--- src/rtl/cpu_clk_ctrl_pkg.sv ---
// ---------------------------------------------------------------------------
// cpu_clk_ctrl_pkg
//   Shared definitions for the CPU clock-domain sequencer: FSM state encoding
//   and ce_count width. The board debug/LED readout decodes the 3-bit state
//   output using these same encodings, so they must stay stable.
// ---------------------------------------------------------------------------
package cpu_clk_ctrl_pkg;

  // Width of the enabled-cycle counter exported to the CPU debug logic.
  localparam int CE_COUNT_W = 32;

  // Sequencer states. The numeric values are visible on the state output.
  typedef enum logic [2:0] {
    ST_WAIT_LOCK = 3'd0,  // waiting for the clocking wizard to lock
    ST_RST_HOLD  = 3'd1,  // locked; holding the CPU in reset for a fixed count
    ST_HALT      = 3'd2,  // CPU out of reset, clock-enable parked low
    ST_RUN       = 3'd3,  // free-running at the divided rate
    ST_STEP      = 3'd4   // waiting for one divided tick, then back to HALT
  } state_t;

  // The CPU is out of reset in every state past the reset hold.
  function automatic logic cpu_released(input state_t s);
    return (s == ST_HALT) || (s == ST_RUN) || (s == ST_STEP);
  endfunction

endpackage

--- src/rtl/cpu_clk_ctrl_divider.sv ---
// ---------------------------------------------------------------------------
// clk_en_divider
//   Rate divider for the CPU clock-enable. Produces a tick once every
//   div_sel+1 cycles measured from the last clear.
//
//   Ports
//     clk      in  1      sequencer clock
//     rst_n    in  1      async active-low reset
//     clr      in  1      restart the period (entry into RUN or STEP)
//     div_sel  in  DIV_W  period minus one; live, not registered
//     tick     out 1      high in the last cycle of each period
// ---------------------------------------------------------------------------
module clk_en_divider
  import cpu_clk_ctrl_pkg::*;
#(
  parameter int DIV_W = 8
) (
  input  logic             clk,
  input  logic             rst_n,
  input  logic             clr,
  input  logic [DIV_W-1:0] div_sel,
  output logic             tick
);

  logic [DIV_W-1:0] cnt_q;

  // '>=' rather than '==' so that shrinking div_sel below the current count
  // fires immediately instead of waiting for the counter to wrap.
  assign tick = (cnt_q >= div_sel);

  // NOTE: sequential state is assigned with <= so every flop samples the
  // pre-edge values of its neighbours, independent of process ordering.
  always_ff @(posedge clk or negedge rst_n) begin
    if (!rst_n) begin
      cnt_q <= '0;
    end else if (clr || tick) begin
      cnt_q <= '0;
    end else begin
      cnt_q <= cnt_q + DIV_W'(1);
    end
  end

endmodule

--- src/rtl/cpu_clk_ctrl.sv ---
// ---------------------------------------------------------------------------
// cpu_clk_ctrl
//   Sequences the CPU clock domain fed by the cpuclk wizard (clk_out1 and
//   locked). After lock it holds the CPU in reset for RST_CYCLES cycles, then
//   gates execution through a clock-enable in RUN, HALT or single STEP mode,
//   optionally slowed by a rate divider.
//
//   Parameters
//     RST_CYCLES    cycles cpu_rst_n is held low after lock (>= 1)
//     DIV_W         width of div_sel
//     START_HALTED  1: leave reset into HALT, 0: into RUN
//
//   Ports
//     clk        in  1      wizard clk_out1, sole clock
//     rst_n      in  1      async active-low reset
//     locked     in  1      wizard lock, already in the clk domain
//     run_req    in  1      pulse: enter RUN
//     halt_req   in  1      pulse: enter HALT (highest priority)
//     step_req   in  1      pulse: execute one enabled cycle
//     div_sel    in  DIV_W  cpu_ce period = div_sel+1 cycles
//     cpu_rst_n  out 1      registered CPU reset, active low
//     cpu_ce     out 1      registered CPU clock-enable
//     state      out 3      current sequencer state (see package)
//     ce_count   out 32     cpu_ce cycles since the CPU left reset
// ---------------------------------------------------------------------------
module cpu_clk_ctrl
  import cpu_clk_ctrl_pkg::*;
#(
  parameter int RST_CYCLES   = 16,
  parameter int DIV_W        = 8,
  parameter bit START_HALTED = 1'b0
) (
  input  logic                  clk,
  input  logic                  rst_n,
  input  logic                  locked,
  input  logic                  run_req,
  input  logic                  halt_req,
  input  logic                  step_req,
  input  logic [DIV_W-1:0]      div_sel,
  output logic                  cpu_rst_n,
  output logic                  cpu_ce,
  output logic [2:0]            state,
  output logic [CE_COUNT_W-1:0] ce_count
);

  // Hold counter only has to reach RST_CYCLES-1.
  localparam int HOLD_W = (RST_CYCLES > 1) ? $clog2(RST_CYCLES) : 1;
  localparam logic [HOLD_W-1:0] HOLD_LAST = HOLD_W'(RST_CYCLES - 1);

  state_t                  state_q;
  state_t                  state_d;
  logic [HOLD_W-1:0]       hold_cnt_q;
  logic                    hold_done;
  logic                    tick;
  logic                    div_clr;
  logic                    cpu_rst_n_d;
  logic                    cpu_ce_d;
  logic [CE_COUNT_W-1:0]   ce_count_q;

  // -------------------------------------------------------------------------
  // Rate divider
  // -------------------------------------------------------------------------
  clk_en_divider #(
    .DIV_W (DIV_W)
  ) u_div (
    .clk     (clk),
    .rst_n   (rst_n),
    .clr     (div_clr),
    .div_sel (div_sel),
    .tick    (tick)
  );

  // -------------------------------------------------------------------------
  // State register
  // -------------------------------------------------------------------------
  always_ff @(posedge clk or negedge rst_n) begin
    if (!rst_n) begin
      state_q <= ST_WAIT_LOCK;
    end else begin
      state_q <= state_d;
    end
  end

  // -------------------------------------------------------------------------
  // Next-state logic
  // -------------------------------------------------------------------------
  assign hold_done = (hold_cnt_q == HOLD_LAST);

  // NOTE: every variable driven here gets a default before the case, so no
  // path leaves it unassigned and no latch is inferred.
  always_comb begin
    state_d = state_q;
    if (!locked) begin
      // Losing lock overrides everything, including pending requests.
      state_d = ST_WAIT_LOCK;
    end else begin
      unique case (state_q)
        ST_WAIT_LOCK: state_d = ST_RST_HOLD;
        ST_RST_HOLD: begin
          if (hold_done) state_d = START_HALTED ? ST_HALT : ST_RUN;
        end
        ST_HALT: begin
          // halt_req > run_req > step_req; halt_req here is a no-op that
          // still suppresses the lower-priority requests.
          if (halt_req)      state_d = ST_HALT;
          else if (run_req)  state_d = ST_RUN;
          else if (step_req) state_d = ST_STEP;
        end
        ST_RUN: begin
          if (halt_req) state_d = ST_HALT;
        end
        ST_STEP: begin
          // Either the single enabled cycle is issued or it is cancelled.
          if (halt_req || tick) state_d = ST_HALT;
        end
        default: state_d = ST_WAIT_LOCK;
      endcase
    end
  end

  // -------------------------------------------------------------------------
  // Output logic (next values of the registered outputs)
  // -------------------------------------------------------------------------
  always_comb begin
    cpu_rst_n_d = cpu_released(state_d);
    cpu_ce_d    = 1'b0;
    // Restart the divider period on each entry so the first enable lands
    // exactly div_sel+1 cycles after the state change.
    div_clr     = ((state_d == ST_RUN)  && (state_q != ST_RUN)) ||
                  ((state_d == ST_STEP) && (state_q != ST_STEP));
    unique case (state_q)
      // Staying in RUN is required: a halt or lock loss on a tick wins.
      ST_RUN:  cpu_ce_d = tick && (state_d == ST_RUN);
      // Leaving STEP for HALT without a halt request means the tick fired.
      ST_STEP: cpu_ce_d = tick && (state_d == ST_HALT) && !halt_req;
      default: cpu_ce_d = 1'b0;
    endcase
  end

  always_ff @(posedge clk or negedge rst_n) begin
    if (!rst_n) begin
      cpu_rst_n <= 1'b0;
      cpu_ce    <= 1'b0;
    end else begin
      cpu_rst_n <= cpu_rst_n_d;
      cpu_ce    <= cpu_ce_d;
    end
  end

  // -------------------------------------------------------------------------
  // Reset hold counter: counts cycles spent in RST_HOLD, zero elsewhere.
  // -------------------------------------------------------------------------
  always_ff @(posedge clk or negedge rst_n) begin
    if (!rst_n) begin
      hold_cnt_q <= '0;
    end else if (state_q != ST_RST_HOLD) begin
      hold_cnt_q <= '0;
    end else begin
      hold_cnt_q <= hold_cnt_q + HOLD_W'(1);
    end
  end

  // -------------------------------------------------------------------------
  // Enabled-cycle counter. Cleared on the same edge cpu_rst_n falls so the
  // count is already zero in the first cycle the CPU sees reset.
  // -------------------------------------------------------------------------
  always_ff @(posedge clk or negedge rst_n) begin
    if (!rst_n) begin
      ce_count_q <= '0;
    end else if (!cpu_rst_n_d) begin
      ce_count_q <= '0;
    end else if (cpu_ce) begin
      ce_count_q <= ce_count_q + CE_COUNT_W'(1);
    end
  end

  assign ce_count = ce_count_q;
  assign state    = state_q;

endmodule

--- config.mk ---
export PLATFORM = sky130hd
export DESIGN_NAME = cpu_clk_ctrl
export DESIGN_NICKNAME = d
export VERILOG_FILES = /design/src/rtl/cpu_clk_ctrl_pkg.sv /design/src/rtl/cpu_clk_ctrl_divider.sv /design/src/rtl/cpu_clk_ctrl.sv
export SDC_FILE = /design/constraint.sdc
export NUM_CORES = 1
export LEC_CHECK = 0
export ABC_AREA = 1
export CAP_MARGIN = 0
export CORE_MARGIN = 3
export CORE_UTILIZATION = 55
export CTS_CLUSTER_DIAMETER = 150
export DETAILED_ROUTE_END_ITERATION = 7
export GPL_TIMING_DRIVEN = 0
export PLACE_DENSITY = 0.83
export SKIP_CTS_REPAIR_TIMING = 1
export SYNTH_ARGS = -nofsm -noshare
export SYNTH_HDL_FRONTEND = slang
export SYNTH_SLANG_ARGS = --single-unit
--- constraint.sdc ---
create_clock -name clk -period 2.8 [get_ports clk]
set_input_delay 0.7 -clock clk [delete_from_list [all_inputs] [get_ports clk]]
set_output_delay 0.7 -clock clk [all_outputs]
set_load 0.01 [all_outputs]
[Yosys cells after proc, flatten, opt, wreduce, memory -nomap -nowiden]
Cells that the tools add are included.
Word-level totals
  flip-flop bits (word level): 49
  input port bits: 14
  output and inout bits: 37
  word-level logic and storage cells: 47
Cells by class
  $add $sub $neg: 3
  order comparisons: 1
  equal/unequal tests: 12
  muxes and demuxes: 13
  reductions and logical operators: 12
Operators with widths (number)
  2-to-1 mux 32 bit: 2
  adder 32 x 1 -> 32 bit (second input constant): 1
  2-to-1 mux 3 bit: 7
  one-hot mux 3 bit (5 select lines): 1
  == test 3 x 2 -> 1 bit (second input constant): 4
  adder 8 x 1 -> 8 bit (second input constant): 1
  >= comparator 8 bit: 1
  2-to-1 mux 8 bit: 1
  == test 3 bit (second input constant): 2
  logical AND 1 bit: 5
  logical OR 1 bit: 5
  adder 4 x 1 -> 4 bit (second input constant): 1
  == test 4 bit (second input constant): 1
  2-to-1 mux 4 bit: 1
  == test 3 x 1 -> 1 bit (second input constant): 1
  logical NOT 3 bit: 1
  inequality test 3 x 1 -> 1 bit (second input constant): 1
  inequality test 3 x 2 -> 1 bit (second input constant): 1
  inequality test 3 bit (second input constant): 1
  inequality test 2 bit (second input constant): 1
  one-hot mux 1 bit (2 select lines): 1
  logical NOT 1 bit: 1

[Longest topological paths before layout]
  word-level depth: 10
  gate-level depth with buffers: 16
  mapped depth without buffers: 15

[Modules after synthesis]
From an unflattened synthesis, not the netlist that was laid out.
Second synthesis, totals
  cells, all modules: 393
  area, all modules: 3007.9 um^2
By module, submodules not included
  cpu_clk_ctrl: times used 1, cells each 321, area each 2412.3 um^2, sequential area each 1026.0 um^2
  clk_en_divider: times used 1, cells each 72, area each 595.6 um^2, sequential area each 200.2 um^2

[Worst setup path before layout]
OpenSTA, ideal clock, no wires.
  path kind: input port to flip-flop
  start: input port div_sel[7]
  end: register ce_count_q[30] (netlist: ce_count[30])
  setup time: 71 ps
  arrival: 2035 ps
  data required time: 2729 ps
  setup slack: 694 ps
  stages on the path: 11
  path buffers: 1
  cell sequence: inv_1 -> ha_1 -> a21o_1 -> nor2_1 -> nand2_1 -> o21ai_1 -> nand2_1 -> nand2_4 -> inv_4 -> buf_6 -> nor2_1
On the way
  longest elaborated chain between the ends: 9
  elaborated cells on any way between the ends: 12
  classes of those cells: order compare: 1; eq/ne: 4; mux: 4; reduce/logical: 3
RTL lines
  start, declared: line cpu_clk_ctrl.sv:39  | input logic [DIV_W-1:0] div_sel,
  >= comparator 8 bit (*): line cpu_clk_ctrl_divider.sv:29  | assign tick = (cnt_q >= div_sel);
  logical OR 1 bit (*): line cpu_clk_ctrl.sv:114  | if (halt_req || tick) state_d = ST_HALT;
  2-to-1 mux 3 bit (*): line cpu_clk_ctrl.sv:114
  one-hot mux 3 bit (5 select lines) (*): line cpu_clk_ctrl.sv:97  | unique case (state_q)
  2-to-1 mux 3 bit (*): line cpu_clk_ctrl.sv:93  | if (!locked) begin
  == test 3 x 2 -> 1 bit: line cpu_clk_ctrl_pkg.sv:23  | return (s == ST_HALT) || (s == ST_RUN) || (s == ST_STEP);
  logical OR 1 bit: line cpu_clk_ctrl_pkg.sv:23
  logical OR 1 bit (*): line cpu_clk_ctrl_pkg.sv:23
  net cpu_rst_n_d: line cpu_clk_ctrl.sv:56  | logic cpu_rst_n_d;
  inequality test 2 bit (no source line) or 2-to-1 mux 32 bit (tied branches)
  end signal, assigned: line cpu_clk_ctrl.sv:173  | ce_count_q <= ce_count_q + CE_COUNT_W'(1);
  end, declared: line cpu_clk_ctrl.sv:58  | logic [CE_COUNT_W-1:0] ce_count_q;
Mark *: on every way through the listed nets, which the timed path passes. The rest lies on a longest branch.
A chain may end at the register's enable or synchronous reset.

[Worst setup path after layout]
  start: input port div_sel[5]
  end: register ce_count_q[30] (netlist: ce_count[30])
Same word-level chain as after synthesis.

==> results.tsv <==
stage	metric	value	unit
die	IO Count	51	
global_routing	antenna violations before repair	0	
final_layout	Synth-to-Final Area Change	24.6	%
clock_tree	CTS Sinks	49	
synthesis	Synth top area share	41.9	%
critical_path	Worst EP required	3.04	ns
critical_path	Crit. End Element	register	
synthesis	syn nets	396	
synthesis	Post-synth EDFFs	0	
clock_tree	clk slew on worst S/H paths	0.09	ns
drt	vias per cell	5.26	
drt	Pre-antenna DRT Iters	7	
synthesis	Syn Std Cell Area	2930	um2
placed_design	DP HPWL	5120	um
timing	Final Hold Fails	0	
synthesis	commonest register cell after synthesis	dfrtp_1	
clock_tree	CTS H-Tree Depth	2	
drt	initial detailed-routing violation count	198	
die	Starting Density	59.2	%
synthesis	complex-gate fraction of the synthesized area	3.04	%
timing	Final setup viols	0	
pwr	Leak	1.63	nW
global_routing	All-Layer GR Usage	22.9	%
worst_hold_path	Hold WC Path Type	in2async	
synthesis	sequential element share of the synthesized area	41.9	%
final_layout	ant diodes	0	
timing	RSZ-0062 raised after global routing	no	
timing	Slew @ Worst Pin	0.557	ns
timing	Max Slew Vio Count	0	
synthesis	mux cell area share after synthesis	0	%
synthesis	Seq cells post-synth	49	
timing	Clock Skew	0.00564	ns
critical_path	setup slack, reg-to-reg	0.65	ns
synthesis	adder-cell share of the synthesized area	4.70	%
run	max-cap violations	0	
drt	WL per Instance	13.3	um
drt	# DRC	0	
synthesis	Synth Area in XOR/XNOR	8.98	%
critical_path	CP startpoint kind	primary input	
clock_tree	clock tree buffer depth	2	
pwr	share of power burned in registers	50.1	%
critical_path	critical path type	in2reg	
clock_tree	worst-skew pair later-pin latency	0.31	ns
synthesis	synth warn	0	
pwr	P_sw	0.441	mW
clock_tree	Clock Root Buffer	clkbuf_8	
timing	crit share post-route	92.8	%
die	full die area	6230	um2
final_layout	fillcell total	401	
critical_path	CP Max Fanout	10	
critical_path	r2r worst-path depth	11	
clock_tree	CTS Buf Count	5	
synthesis	Distinct cells, synth	34	
pwr	Pwr Density	442	nW/um2
pwr	sw frac	27.4	%
final_layout	share of layout cells above drive strength 1	8.60	%
synthesis	leading cell types by count after synthesis	70 x nand2_1, 65 x nor2_1, 51 x inv_1	
synthesis	post-synth top area cell	dfrtp_1	
pwr	post-route total power	1.61	mW
outcome	outcome	finished, final reports clean	
die	Die W	78.9	um
synthesis	Synth area leaders	dfrtp_1 42%, nand2_1 9.0%, nor2_1 8.3%, xor2_1 7.5%, inv_1 6.5%	
global_routing	largest net degree at the start of global routing	26	
placed_design	Place WS	-0.0853	ns
pwr	VDD IR-drop max	0.269	mV
die	DIE HEIGHT	78.9	um
pwr	Combinational Power Share	16.8	%
pwr	P_int	1.17	mW
critical_path	Worst R2R Start	u_div.cnt_q[5]$_DFF_PN0_	
drt	Final ANT Viol Nets	0	
timing	slew margin rel.	62.8	%
global_routing	first-pass GRT wire length	11400	um
timing	worst setup margin	0.203	ns
critical_path	worst setup path startpoint	div_sel[5]	
synthesis	Post-Synth Simple-Gate Area	33.4	%
die	Row Count	25	
placed_design	Port-buffer cells	50	
pwr	clock share of power	33.1	%
synthesis	syn avg cell area	7.89	um2
clock_tree	CTS tree	yes	
drt	DRT Wirelength	6610	um
timing	Fmax	385	MHz
synthesis	Synth Instances	371	
final_layout	final std cells w/o fill	497	
drt	via count	2615	
synthesis	largest family of logic cells by synthesized area	simple AND/OR/NAND/NOR gates	
die	core box area	4940	um2
placed_design	gpl congestion	0.862	
global_routing	GRT overflow	0	
timing	crit path time final	2.60	ns
global_routing	number of global-route vias before repair	2517	
synthesis	most common cell in the netlist	nand2_1	
synthesis	Post-synth ARST share	100	%
final_layout	fin nets	454	
critical_path	Arr. time, crit path	2.83	ns
placed_design	Cells after DPL	489	
cells by family after synthesis:
family / count (synthesis)
AO/OA/AOI/OAI: 15
XOR/XNOR: 30
adder cells (fa/ha/maj): 11
buffers and inverters: 57
flip-flops: 49
AND/OR/NAND/NOR: 209
routing by layer:
| metal | global-route usage [%] | share of wire (%) | vias to the layer above | routed length [um] |
|---|---|---|---|---|
| li1 | - | - | 1290 | - |
| met1 | 31.3 | 46 | 1247 | 3010 |
| met2 | 37.9 | 48 | 71 | 3150 |
| met3 | 4.31 | 5.8 | 7 | 380 |
| met4 | 5.15 | 1.0 | 0 | 68 |
| met5 | 0 | 0 | - | 0 |
power by group through the flow:
stage / clock network, mW / registers, mW / logic (mW)
6_report: 0.533 / 0.807 / 0.270
5_1_grt: 0.564 / 0.816 / 0.314
4_1_cts: 0.534 / 0.807 / 0.274
3_5_place_dp: 0 / 0.821 / 0.273
3_3_place_gp: 0 / 0.817 / 0.254
2_1_floorplan: 0 / 0.808 / 0.198
cells in the final DEF (no fill, tap or decap), types with 4 or more instances in the layout:
cell             netlist  routed
nand2_1               70      70
nor3_1                11      11
nor2_2                 4       4
nand2_2                4       4
xor2_1                25      25
clkdlybuf4s50_1        0      49
nor2_1                65      65
a21oi_1                5       5
nor3_2                 4       4
dfrtp_1               49      49
clkbuf_8               0       6
nand3_1               29      29
nand4_1               10      10
xnor2_1                5       5
ha_1                  11      11
inv_1                 51      51
final cells by class:
class | instances | area, um2 | share of cell area [%]
multi-input cells | 265 | 1470 | 40.3
flip-flops and latches | 49 | 1230 | 33.6
repair buffers | 51 | 515 | 14.1
inverters | 53 | 201 | 5.53
well taps | 67 | 83.8 | 2.30
clock buffers | 6 | 82.6 | 2.26
clock inverters | 2 | 37.5 | 1.03
plain buffers | 4 | 31.3 | 0.858
through the flow:
| step | cell area (um2) | hold slack, ns | setup TNS (ns) | utilization, % |
|---|---|---|---|---|
| finish | 3650 | 0.372 | 0 | 73.8 |
| floorplan | 2930 | 0.404 | 0 | - |
| detailed placement | 3530 | 0.451 | -1.07 | 71.3 |
| CTS | 3650 | 0.394 | 0 | 73.8 |
| global route | 3650 | 0.421 | 0 | 73.8 |
| global placement | 3510 | 0.441 | -17.40 | 71.0 |
sequential cells by signal (all words and copies together) (netlist names):
signal and cells:
cpu_ce 1, cpu_rst_n 1, u_div.cnt_q 8, hold_cnt_q 4, ce_count 32, state 3
critical path, stage by stage:
cell	delay (ns)
clkdlybuf4s50_1	0.45
inv_1	0.05
ha_1	0.30
a21oi_1	0.14
nor2_1	0.05
nor2_1	0.16
nand2_1	0.11
o21ai_1	0.19
nand2_1	0.14
nand2_4	0.17
inv_4	0.10
buf_6	0.15
nor2_1	0.12
path summary, 6_finish.rpt:
| path | to |
|---|---|
| min in group clk | hold_cnt_q[0]$_DFF_PN0_ |
| worst min register to register | hold_cnt_q[0]$_DFF_PN0_ |
| max in group asynchronous | ce_count[22]$_DFFE_PN0P_ |
| worst min-delay path | state[0]$_DFF_PN0_ |
| worst max register to register | ce_count[30]$_DFFE_PN0P_ |
| worst max-delay path | ce_count[30]$_DFFE_PN0P_ |
(Power assumes the default switching activity.)
